$ cat config.mk
export PLATFORM = sky130hd
export DESIGN_NAME = cdd_link_flat
export DESIGN_NICKNAME = d
export VERILOG_FILES = /design/src/rtl/cdd_link_if.sv /design/src/rtl/cdd_link.sv /design/src/flat_wrapper.sv
export SDC_FILE = /design/constraint.sdc
export NUM_CORES = 1
export LEC_CHECK = 0
export CAP_MARGIN = 20
export CORE_UTILIZATION = 52
export DETAILED_ROUTE_END_ITERATION = 10
export PLACE_DENSITY_LB_ADDON = 0.1
export SETUP_SLACK_MARGIN = 0.15
export SLEW_MARGIN = 10
export SYNTH_ARGS = -nofsm -noshare
export SYNTH_HDL_FRONTEND = slang
export SYNTH_SLANG_ARGS = --single-unit
export TNS_END_PERCENT = 100
$ cat constraint.sdc
create_clock -name CLK_12M -period 4.8 [get_ports CLK_12M]
set_input_delay 0.48 -clock CLK_12M [delete_from_list [all_inputs] [get_ports CLK_12M]]
set_output_delay 0.48 -clock CLK_12M [all_outputs]
set_load 0.03 [all_outputs]
$ cat src/rtl/cdd_link_if.sv
// cdd_link_if: host <-> CDD nibble link bundle (strobes, data each way, frame IRQ).
// master = host side: drives HOCK, CDD_DIN; reads CDCK, CDD_DOUT, CD_nIRQ.
// slave  = CDD side: drives CDCK, CDD_DOUT, CD_nIRQ; HOCK is asynchronous to the CDD clock.
interface cdd_link_if;
    logic       HOCK;
    logic [3:0] CDD_DIN;
    logic       CDCK;
    logic [3:0] CDD_DOUT;
    logic       CD_nIRQ;

    modport master (output HOCK, output CDD_DIN, input CDCK, input CDD_DOUT, input CD_nIRQ);
    modport slave  (input HOCK, input CDD_DIN, output CDCK, output CDD_DOUT, output CD_nIRQ);
endinterface

$ cat src/rtl/cdd_link.sv
// cdd_link: CDD-side nibble link; periodic IRQ, then status frame out, command frame in.
// Latency: one MCU tick per FSM step; HOCK edges seen 2 sync cycles plus up to one tick late.
// Backpressure: fully host-paced via HOCK; a stalled host is aborted by the handshake watchdog.
// Ports: nRESET/CLK_12M, ENABLE, link (slave), STATUS_IN, CMD_OUT and the event pulses.
module cdd_link #(
    parameter int CLK_DIV       = 48,
    parameter int IRQ_PERIOD    = 3906,
    parameter int FRAME_NIBBLES = 10,
    parameter int HS_TIMEOUT    = 2048
) (
    input  logic                           nRESET,
    input  logic                           CLK_12M,
    input  logic                           ENABLE,
    cdd_link_if.slave                      link,
    input  logic [4*(FRAME_NIBBLES-1)-1:0] STATUS_IN,
    output logic [4*FRAME_NIBBLES-1:0]     CMD_OUT,
    output logic                           CMD_VALID,
    output logic                           CMD_CSUM_ERR,
    output logic                           TIMEOUT,
    output logic                           IRQ_MISSED
);
    localparam int N  = FRAME_NIBBLES;
    localparam int DW = $clog2(CLK_DIV + 1);
    localparam int IW = $clog2(IRQ_PERIOD + 1);
    localparam int WW = $clog2(HS_TIMEOUT + 1);
    localparam int XW = $clog2(N + 1);
    localparam int SW = 4 + $clog2(N);

    typedef enum logic [2:0] {IDLE, IRQ_WAIT, TX_PUT, TX_HI, TX_LO, RX_HI, RX_LO} state_t;
    state_t state, state_nxt;

    logic [DW-1:0]  div_cnt;
    logic [IW-1:0]  irq_cnt;
    logic [WW-1:0]  wd_cnt;
    logic [XW-1:0]  idx, idx_nxt;
    logic           hs_meta, hs, hs_prev;
    logic           tick, rise, fall, irq_wrap, wd_expire;
    logic [4*N-1:0] tx_buf, tx_nxt, rx_buf, rx_nxt, cmd_nxt;
    logic           cdck, cdck_nxt, nirq, nirq_nxt;
    logic [3:0]     dout, dout_nxt;

    // Frame checksum: inverted low nibble of the sum of the payload nibbles.
    function automatic logic [3:0] csum(input logic [4*(N-1)-1:0] v);
        logic [SW-1:0] s;
        s = '0;
        for (int k = 0; k < N - 1; k++) s = s + SW'(v[4*k +: 4]);
        return ~s[3:0];
    endfunction

    assign tick      = (div_cnt == DW'(CLK_DIV - 1));
    assign rise      = tick & ~hs_prev & hs;
    assign fall      = tick & hs_prev & ~hs;
    assign irq_wrap  = tick & (irq_cnt == IW'(IRQ_PERIOD - 1));
    assign wd_expire = tick & (state != IDLE) & (wd_cnt == WW'(HS_TIMEOUT - 1));
    // Decided on the pre-tick state, so a frame that ends or aborts on the wrap tick still misses it.
    assign IRQ_MISSED = irq_wrap & ENABLE & (state != IDLE);

    assign link.CDCK     = cdck;
    assign link.CDD_DOUT = dout;
    assign link.CD_nIRQ  = nirq;

    always_ff @(posedge CLK_12M or negedge nRESET) begin
        if (!nRESET) state <= IDLE;
        else         state <= state_nxt;
    end

    always_comb begin
        state_nxt    = state;
        idx_nxt      = idx;
        cdck_nxt     = cdck;
        dout_nxt     = dout;
        nirq_nxt     = nirq;
        tx_nxt       = tx_buf;
        rx_nxt       = rx_buf;
        cmd_nxt      = CMD_OUT;
        CMD_VALID    = 1'b0;
        CMD_CSUM_ERR = 1'b0;
        TIMEOUT      = 1'b0;
        if (wd_expire) begin
            // Abort wins over any handshake progress on the same tick.
            TIMEOUT   = 1'b1;
            state_nxt = IDLE;
            cdck_nxt  = 1'b0;
            nirq_nxt  = 1'b1;
        end else if (tick) begin
            case (state)
                IDLE: begin
                    cdck_nxt = 1'b0;
                    if (irq_wrap && ENABLE) begin
                        tx_nxt    = {csum(STATUS_IN), STATUS_IN};
                        nirq_nxt  = 1'b0;
                        state_nxt = IRQ_WAIT;
                    end
                end
                IRQ_WAIT: if (!hs) begin
                    nirq_nxt  = 1'b1;
                    idx_nxt   = '0;
                    state_nxt = TX_PUT;
                end
                TX_PUT: begin
                    dout_nxt  = tx_buf[4*int'(idx) +: 4];
                    cdck_nxt  = 1'b0;
                    state_nxt = TX_HI;
                end
                TX_HI: if (rise) begin
                    cdck_nxt = 1'b1;
                    if (idx == XW'(N - 1)) begin
                        idx_nxt   = '0;
                        state_nxt = RX_HI;
                    end else begin
                        state_nxt = TX_LO;
                    end
                end
                TX_LO: if (fall) begin
                    idx_nxt   = idx + XW'(1);
                    state_nxt = TX_PUT;
                end
                RX_HI: if (rise) begin
                    rx_nxt[4*int'(idx) +: 4] = link.CDD_DIN;
                    cdck_nxt  = 1'b1;
                    idx_nxt   = idx + XW'(1);
                    state_nxt = RX_LO;
                end
                RX_LO: if (fall) begin
                    cdck_nxt = 1'b0;
                    if (idx == XW'(N)) begin
                        state_nxt = IDLE;
                        if (rx_buf[4*N-1 -: 4] == csum(rx_buf[4*(N-1)-1:0])) begin
                            cmd_nxt   = rx_buf;
                            CMD_VALID = 1'b1;
                        end else begin
                            CMD_CSUM_ERR = 1'b1;
                        end
                    end else begin
                        state_nxt = RX_HI;
                    end
                end
                default: state_nxt = IDLE;
            endcase
        end
    end

    always_ff @(posedge CLK_12M or negedge nRESET) begin
        if (!nRESET) begin
            div_cnt <= '0;
            irq_cnt <= '0;
            wd_cnt  <= '0;
            idx     <= '0;
            hs_meta <= 1'b0;
            hs      <= 1'b0;
            hs_prev <= 1'b0;
            tx_buf  <= '0;
            rx_buf  <= '0;
            CMD_OUT <= '0;
            cdck    <= 1'b0;
            dout    <= 4'h0;
            nirq    <= 1'b1;
        end else begin
            hs_meta <= link.HOCK;
            hs      <= hs_meta;
            div_cnt <= tick ? '0 : div_cnt + DW'(1);
            if (tick) begin
                hs_prev <= hs;
                irq_cnt <= irq_wrap ? '0 : irq_cnt + IW'(1);
                // Watchdog measures time spent in one non-idle state.
                wd_cnt  <= (state == IDLE || state_nxt != state) ? '0 : wd_cnt + WW'(1);
            end
            idx     <= idx_nxt;
            tx_buf  <= tx_nxt;
            rx_buf  <= rx_nxt;
            CMD_OUT <= cmd_nxt;
            cdck    <= cdck_nxt;
            dout    <= dout_nxt;
            nirq    <= nirq_nxt;
        end
    end
endmodule

$ cat src/flat_wrapper.sv
// flat-port wrapper written by rule: the top's interface ports become plain ports
module cdd_link_flat 
#(
    parameter int CLK_DIV       = 48,
    parameter int IRQ_PERIOD    = 3906,
    parameter int FRAME_NIBBLES = 10,
    parameter int HS_TIMEOUT    = 2048
)
  (nRESET, CLK_12M, ENABLE, STATUS_IN, CMD_OUT, CMD_VALID, CMD_CSUM_ERR, TIMEOUT, IRQ_MISSED, link_HOCK, link_CDD_DIN, link_CDCK, link_CDD_DOUT, link_CD_nIRQ);
  cdd_link_if link_i ();
  input  logic nRESET;
  input  logic CLK_12M;
  input  logic ENABLE;
  input  logic [4*(FRAME_NIBBLES-1)-1:0] STATUS_IN;
  output logic [4*FRAME_NIBBLES-1:0] CMD_OUT;
  output logic CMD_VALID;
  output logic CMD_CSUM_ERR;
  output logic TIMEOUT;
  output logic IRQ_MISSED;
  input wire logic [$bits(link_i.HOCK)-1:0] link_HOCK;
  input wire logic [$bits(link_i.CDD_DIN)-1:0] link_CDD_DIN;
  output wire logic [$bits(link_i.CDCK)-1:0] link_CDCK;
  output wire logic [$bits(link_i.CDD_DOUT)-1:0] link_CDD_DOUT;
  output wire logic [$bits(link_i.CD_nIRQ)-1:0] link_CD_nIRQ;
  assign link_i.HOCK = link_HOCK;
  assign link_i.CDD_DIN = link_CDD_DIN;
  assign link_CDCK = link_i.CDCK;
  assign link_CDD_DOUT = link_i.CDD_DOUT;
  assign link_CD_nIRQ = link_i.CD_nIRQ;
  cdd_link #(.CLK_DIV(CLK_DIV), .IRQ_PERIOD(IRQ_PERIOD), .FRAME_NIBBLES(FRAME_NIBBLES), .HS_TIMEOUT(HS_TIMEOUT)) u_core (.nRESET(nRESET), .CLK_12M(CLK_12M), .ENABLE(ENABLE), .link(link_i), .STATUS_IN(STATUS_IN), .CMD_OUT(CMD_OUT), .CMD_VALID(CMD_VALID), .CMD_CSUM_ERR(CMD_CSUM_ERR), .TIMEOUT(TIMEOUT), .IRQ_MISSED(IRQ_MISSED));
endmodule
; ---- After elaboration in Yosys (flattened, before gate mapping)
; Cells that the tools add are included.
[totals]
output_inout_bits = 50
inputBits = 44
wordCells = 135
regBits = 166
[op_classes]
addsub = 21
muxes = 44
bitwise_logic = 14
n_eq_ne = 22
shifts = 3
n_reduce_logical = 17
[ops]
columns = operator, count
row1 = $add A4 B4 Y4, 16
row2 = $bwmux W40, 1
row3 = $shift A4 B33 Y40 const A, 1
row4 = $shiftx A4 B33 Y40, 1
row5 = $shiftx A40 B7 Y4, 1
row6 = $neg A6 Y33, 1
row7 = $mux W3, 9
row8 = $add A12 B1 Y12 const B, 2
row9 = $mux W12, 2
row10 = $mux W1, 22
row11 = $pmux W3 S7, 1
row12 = $mux W4, 5
row13 = $pmux W4 S4, 1
row14 = $reduce_and A4 Y1, 4
row15 = $eq A12 B11 Y1 const B, 1
row16 = $eq A12 B12 Y1 const B, 1
row17 = $and A1 B1 Y1, 9
row18 = $eq A3 B3 Y1 const B, 3
row19 = $ne A3 B1 Y1 const B, 3
row20 = $eq A4 B4 Y1 const B, 2
row21 = $ne A2 B1 Y1 const B, 4
row22 = $not A4 Y4, 2
row23 = $reduce_and A8 Y1, 1
row24 = $reduce_bool A4 Y1, 2
row25 = other kinds (21), 26

; ---- Depth between registers and ports, before layout
; Gate-level depths: netlist of the first run.
[depth]
depth_word = 16
depth_mapped = 18
mapped_depth_nobuf = 16

; ---- Worst setup path before layout of the first run
; OpenSTA, ideal clock, no wires.
[synth_path]
kind = reg-to-output
startpoint = register u_core.rx_buf[2]
endpoint = output CMD_VALID
path_stages_with_launch = 17
path_slack_ns = -0.126
path_buffers = 2
required_time_ns = 4.320
arrival_ns = 4.446
path_cell_list = dfrtp_1 -> fa_1 -> inv_1 -> fa_1 -> fa_1 -> inv_1 -> fa_1 -> ha_1 -> xor2_1 -> xnor2_1 -> xnor3_1 -> xnor2_1 -> nor4_2 -> nand2b_1 -> buf_6 -> buf_12 -> inv_1
[synth_via]
elab_chain_cells = 16
[synth_lines]
columns = element, line_no
row1 = start: declaration, cdd_link.sv:38  ; logic [4*N-1:0] tx_buf, tx_nxt, rx_buf, rx_nxt, cmd_nxt;
row2 = start signal: assignment, cdd_link.sv:170  ; rx_buf <= rx_nxt;
row3 = $add A4 B4 Y4 (8 in a row), cdd_link.sv:46  ; for (int k = 0; k < N - 1; k++) s = s + SW'(v[4*k +: 4]);
row4 = $not A4 Y4, cdd_link.sv:47  ; return ~s[3:0];
row5 = $eq A4 B4 Y1, cdd_link.sv:128  ; if (rx_buf[4*N-1 -: 4] == csum(rx_buf[4*(N-1)-1:0])) begin
row6 = $mux W1, cdd_link.sv:128
row7 = $mux W1, cdd_link.sv:126  ; if (idx == XW'(N)) begin
row8 = $mux W1, cdd_link.sv:124  ; RX_LO: if (fall) begin
row9 = $mux W1, cdd_link.sv:86  ; case (state)
row10 = $mux W1, cdd_link.sv:85  ; end else if (tick) begin
row11 = $mux W1, cdd_link.sv:79  ; if (wd_expire) begin
row12 = end: declaration, flat_wrapper.sv:16  ; output logic CMD_VALID;
; No other way between the ends.

; ---- Worst setup path after layout of the first run
[layout_path]
startpoint = register u_core.rx_buf[14]
endpoint = output CMD_VALID
[layout_via]
elab_chain_cells = 14
[layout_lines]
columns = element, line_no
row1 = $add A4 B4 Y4 (6 in a row), cdd_link.sv:46
row2 = $not A4 Y4, cdd_link.sv:47
row3 = $eq A4 B4 Y1, cdd_link.sv:128
row4 = $mux W1, cdd_link.sv:128
row5 = $mux W1, cdd_link.sv:126
row6 = $mux W1, cdd_link.sv:124
row7 = $mux W1, cdd_link.sv:86
row8 = $mux W1, cdd_link.sv:85
row9 = $mux W1, cdd_link.sv:79
; No other way between the ends.

==> flow_summary.yaml, run 1 <==
outcome:
  status: "finished, violations left"
  violations: "setup timing"
cells_and_area:
  drive_gt1_frac: 0.217
  n_antenna_cell: 0
  stdcell_area_um2: 11100
  regArea_um2: 4160
  fin_nets: 971
  multiInputGateArea_um2: 4680
  fill_cells: 1310
  area_delta_synth_final_pct: 21.0
worst_setup_path:
  path_delay_family: "adder cells"
  crit_fanout: 2
  required_ps: 4320
  max_stage_delay_ps: 550
  crit_slowest_cell: "fa_1"
  worstSetupPathType: "reg2out"
  start_kind: "flip-flop"
  cp.arrival_ps: 4450
  path_cells: "fa_1, inv_2, fa_1, fa_1, inv_1, fa_1, ha_2, xor2_2, xnor2_1, xnor3_1, xnor2_2, nor4_4, nand2b_4, clkinvlp_4, buf_6"
  cp-end-kind: "output pin"
  critPathBufInv: 4
  crit_top_cell: "fa_1"
power:
  p_per_area_nw_per_um2: 280
  p_leak_nw: 5.14
  irDropWorstVdd_mv: 0.245
sta:
  fin_ws_ps: -133
  drv_slew: 0
  setup-tns-final_ps: -249
  hold_violations: 0
  rsz0062_at_grt: "true"
  worstMarginPinSlew_ps: 891
  relSlewSlack: 0.404
  period_minus_slack_ps: 4930
  clock_skew_ps: 10.5
  hold_ws_ps: 125
  setup_viol: 7
  fmax_mhz: 203
  period_share: 1.03
clocking:
  cts_sinks: 166
  insertion_delay_ps: 430
  cts_root_buf: "clkbuf_16"
  cts_tree: "built"
  cts_made_buffers: 17
  cts.htree.levels: 4
  clockBufferDepth: 2
  clkTransAtPathRegs_ps: 70
floorplanning:
  die_y_um: 135
  die_w_um: 135
  start_util: 0.532
  num_rows: 48
  top_level_ports: 94
  core_area_um2: 17300
  die_area_um2: 18200
logic_synthesis:
  synth_fa_ha_area_frac: 0.0927
  synth-xor-area-share: 0.0508
  postSynthCellCount: 780
  postSynth.asyncResetShare: 1.00
  synth_compound_area_frac: 0.0679
  synth.distinct_cells: 75
  syn_area_um2: 9210
  ys_top_cells_by_area: "dfrtp_1 (45%), mux2_2 (7.8%), fa_1 (7.0%)"
  mappedNetlistNets: 873
  muxShareOfSynthArea: 0.167
  yosysMostFrequentCell: "dfrtp_1"
  synth_top_area_share: 0.448
  yosys-top-cells-count: "dfrtp_1 (165), nand2_1 (68), mux2_2 (64), inv_1 (53), mux2_4 (39)"
  synth_top_family_by_area: "multiplexers"
  yosys.area.top_type: "dfrtp_1"
  synth-seq-cells: 166
  synth_flop_cell: "dfrtp_1"
  yosysWarningCount: 0
  synth_simple_gate_area_frac: 0.125
  yosysSeqAreaShare: 0.451
  synth.avg_cell_area_um2: 11.8
  synth-edff-count: 0
placement:
  hpwl_um: 14000
  gp_congestion: 0.829
  io_buffers: 93
  place_area_um2: 10300
job:
  max_cap_violations: 0
global_routing:
  grt_pass1_wl_um: 33100
  grt_max_degree: 94
  grt_util_all_layers: 0.239
  grt_pass1_vias: 6364
  antenna_found_initial: 0
  grt-ovfl-total: 0
routing:
  drt-pass1-iter-count: 5
  first_iter_violations: 436
  via_per_inst: 5.53
  ant_nets: 0
  wl_per_cell_um: 18.0
  vias: 6173
  finalWirelength_um: 20100
  drc: 0
min_path:
  hp-class: "in2async"
[cell families (layout without fill, tap and decap cells)]
logic type | Yosys count | in the layout
buffers and inverters | 85 | 196
xor gates and xnor gates | 51 | 51
muxes | 116 | 116
AOI/OAI and AO/OA | 95 | 95
adders and majority gates | 49 | 49
DFF | 166 | 166
and+or+nand+nor | 218 | 218
[through the flow]
| stage | instances | setup WS, ps | total power, mW | utilization |
|---|---|---|---|---|
| after floorplan | 780 | 235 | 1.64 | - |
| after global placement | 1074 | 222 | 1.76 | 0.594 |
| after detailed placement | 1074 | 83.6 | 1.76 | 0.594 |
| after CTS | 1114 | -318 | 3.15 | 0.641 |
| after global routing | 1116 | -290 | 3.24 | 0.644 |
| final | 1116 | -133 | 3.12 | 0.644 |
[flip-flops by register name, summed over array words and instances, names as in the netlist]
name and flops:
u_core.CMD_OUT 40, u_core.div_cnt 6, u_core.hs 1, u_core.hs_meta 1, u_core.hs_prev 1, u_core.idx 4, u_core.irq_cnt 12, u_core.link.CDCK 1
u_core.link.CDD_DOUT 4, u_core.link.CD_nIRQ 1, u_core.rx_buf 40, u_core.state 3, u_core.tx_buf 40, u_core.wd_cnt 12
[final timing paths]
kind | cells after the start | start | to | slack (ps)
setup / recovery | 15 | u_core.rx_buf[14] | CMD_VALID | -130
hold / removal | 1 | nRESET | u_core.CMD_OUT[3] | 120
setup reg to reg | 17 | u_core.rx_buf[14] | u_core.CMD_OUT[17] | 0
hold reg to reg | 0 | u_core.hs_meta | u_core.hs | 350
max in group asynchronous | 2 | nRESET | u_core.state[2] | 3580
min in group CLK_12M | 0 | u_core.hs_meta | u_core.hs | 350
[what timing repair did]
item | CTS | global route
buffers inserted | 3 | 1
pin swaps | 9 | 4
setup endpoints to repair | 42 | 42
gates resized for setup | 13 | 7
cloned | 5 | 1
hold buffers | 0 | 0
[where the power goes]
group          internal, mW  switching (mW)  total (mW)
combinational         0.164           0.170       0.334
clock                 0.787           0.590        1.38
sequential             1.40         0.00526        1.41
[worst register-to-register path, delay by kind of cell (launching register included)]
| kind | cells | cell delay [ps] |
|---|---|---|
| adders and majority gates | 5 | 2180 |
| xor gates and xnor gates | 4 | 800 |
| buffers and inverters | 5 | 680 |
| DFF | 1 | 400 |
| and+or+nand+nor | 2 | 330 |
| muxes | 1 | 290 |
[placed cells by master (no fill, tap or decap), types with 5 or more instances in the layout]
cell type	n
a21oi_1	18
a31oi_1	11
and2_1	7
and3_1	14
buf_4	9
clkbuf_16	18
clkdlybuf4s50_1	90
dfrtp_1	165
fa_1	31
ha_1	16
inv_1	50
mux2_2	64
mux2_4	39
mux4_2	8
nand2_1	68
nand3_1	29
nand4_1	8
nor2_1	36
nor3_1	9
o21ai_0	34
o21ai_1	6
or3_1	5
xnor2_1	33
xor2_1	14
[metal layers]
metal  vias to the layer above  part of all wire  GRT usage
met4                         0             0.023     0.0905
met1                      3107              0.43      0.309
li1                       2888                 -          -
met2                       145              0.51      0.400
met3                        33             0.035     0.0443
met5                         -                 0          0
[cell type report]
cell class | count | area share
multi-input cells | 529 | 0.420
flip-flops and latches | 166 | 0.373
repair buffers | 110 | 0.110
clock buffers | 19 | 0.0397
well taps | 225 | 0.0253
inverters | 54 | 0.0185
clock inverters | 13 | 0.0132
Note: power is estimated with default switching activity, not from simulation.
==> run 2, diff against run 1 <==
CORE_UTILIZATION = 54   (was 52)
CTS_BUF_LIST = sky130_fd_sc_hd__clkbuf_4 sky130_fd_sc_hd__clkbuf_8   (was default)
==> run 2 against run 1 <==
The flow still finishes with violations (setup timing). Clock skew is 3.6 ps higher. Maximum frequency decreased by 2.6%. Via count shrank 0.26%. Critical endpoint unchanged. Largest power group unchanged. Highest routed layer unchanged.
==> flow_summary.yaml, run 2 (synthesized netlist as in run 1, its figures left out) <==
floorplanning:
  die_w_um: 133
  start_util: 0.553
  core_area_um2: 16600
  die_area_um2: 17600
  top_level_ports: 94
  num_rows: 47
  die_y_um: 133
power:
  p_total_mw: 2.70
  irDropWorstVdd_mv: 0.158
  p_leak_nw: 4.96
  p_per_area_nw_per_um2: 250
placement:
  gp_congestion: 0.863
  hpwl_um: 13800
  dp_cells: 1070
  place_area_um2: 10300
  place_worst_setup_slack_ps: 79.1
  io_buffers: 93
cells_and_area:
  stdcell_area_um2: 10800
  fill_cells: 1278
  area_delta_synth_final_pct: 17.3
  drive_gt1_frac: 0.215
  top_regs: "u_core.CMD_OUT: 40 flops, u_core.rx_buf: 40 flops, u_core.tx_buf: 40 flops"
  stdcell_count: 1111
  utilization: 0.649
  final_cell_mix: "dfrtp_1 (165), clkdlybuf4s50_1 (90), nand2_1 (68)"
  final_common_cell: "dfrtp_1"
  n_antenna_cell: 0
  fin_nets: 971
global_routing:
  grt_util_all_layers: 0.233
  grt_pass1_vias: 6304
  grt_pass1_wl_um: 32100
  antenna_found_initial: 0
  grt_max_degree: 63
  grt-ovfl-total: 0
clocking:
  cts_tree: "built"
  cts.htree.levels: 4
  clockBufferDepth: 2
  cts_sinks: 166
  insertion_delay_ps: 470
  cts_root_buf: "clkbuf_8"
  cts_made_buffers: 17
  clkTransAtPathRegs_ps: 100
worst_setup_path:
  cp-end-kind: "output pin"
  reg2reg_depth: 16
  required_ps: 4320
  rr_endpoint: "u_core.CMD_OUT[5]"
  crit_fanout: 2
  cp.arrival_ps: 4580
  worst_r2r_startpoint: "u_core.rx_buf[34]"
  reg2reg_slack_ps: 20
  worstSetupPathType: "reg2out"
  start_kind: "flip-flop"
sta:
  clock_skew_ps: 14.1
  fmax_mhz: 198
  setup_viol: 2
  worstMarginPinSlew_ps: 975
  setup-tns-final_ps: -508
  rsz0062_at_grt: "true"
  hold_violations: 0
  period_minus_slack_ps: 5060
  drv_slew: 0
  period_share: 1.05
  hold_ws_ps: 358
  relSlewSlack: 0.349
  fin_ws_ps: -263
routing:
  first_iter_violations: 416
  drt-pass1-iter-count: 5
  vias: 6157
  ant_nets: 0
  wl_per_cell_um: 17.2
  drc: 0
  finalWirelength_um: 19100
  via_per_inst: 5.54
min_path:
  hold_depth: 0
  hold-path-endpoint: "u_core.hs"
  worstHoldStart: "u_core.hs_meta"
  hp-class: "reg2reg"
job:
  max_cap_violations: 0
outcome:
  status: "finished, violations left"
  violations: "setup timing"
==> run 2: cell types whose count changed in the layout (fill, tap and decap cells not counted), sizes merged <==
cell	previous run	this run
bufinv	2	0
clkinvlp	4	3
buf	16	18
dlygate4sd3	0	1
inv	56	61
clkbuf	20	17
bufbuf	3	1
==> run 2: metal layers <==
metal / share of wire / routed length (µm) / up-vias / GRT usage
met5: 0 / 0 / - / 0
met4: 0.019 / 358 / 0 / 0.0792
met3: 0.029 / 547 / 27 / 0.0375
met2: 0.51 / 9680 / 136 / 0.389
met1: 0.45 / 8550 / 3092 / 0.309
li1: - / - / 2902 / -
==> run 2: final cells by class <==
| type | instances | area (µm²) | share of cell area |
|---|---|---|---|
| Multi-Input combinational cell | 529 | 4680 | 0.433 |
| Tap cell | 220 | 275 | 0.0255 |
| Inverter | 54 | 206 | 0.0191 |
| Clock buffer | 17 | 234 | 0.0217 |
| Timing Repair Buffer | 110 | 1110 | 0.103 |
| Sequential cell | 166 | 4160 | 0.385 |
| Clock inverter | 15 | 136 | 0.0126 |
==> run 2: where the power goes <==
part | switching [mW] | internal, mW | leakage [nW]
logic | 0.174 | 0.166 | 2.55
clock network | 0.578 | 0.379 | 0.184
registers | 0.00527 | 1.40 | 2.22
total | 0.757 | 1.95 | 4.96
==> run 2: worst max-delay path by stage <==
stage	from	endpoint	slack (ps)	cells past startpoint
2_1_floorplan	u_core.rx_buf[2]	CMD_VALID	230	16
3_3_place_gp	u_core.rx_buf[2]	u_core.CMD_OUT[14]	210	15
3_5_place_dp	u_core.rx_buf[2]	u_core.CMD_OUT[15]	80	15
4_1_cts	u_core.rx_buf[34]	CMD_VALID	-310	15
5_1_grt	u_core.rx_buf[34]	CMD_VALID	-450	15
6_report	u_core.rx_buf[34]	CMD_VALID	-260	15
==> run 2: what timing repair did <==
item	4_1_cts	5_1_grt
cloned	1	0
hold endpoints to repair	46	0
pin swaps	11	1
endpoints found under the setup margin	42	42
hold buffers	1	0
gates resized for setup	12	2
buffers inserted	7	0
==> run 2: critical path: stages (launching register included) <==
cell,delay [ps]
dfrtp_1,420
fa_1,570
inv_2,50
fa_1,460
fa_1,540
inv_1,50
fa_1,440
ha_2,200
xor2_2,180
xnor2_1,200
xnor3_1,300
xnor2_2,180
nor4_4,190
nand2b_2,140
clkinvlp_4,90
buf_6,120
==> run 3, diff against run 2 <==
SLEW_MARGIN = default   (was 10)
==> results of run 3 <==
Same layout as run 2: the final DEF is identical, and so are final timing and power.
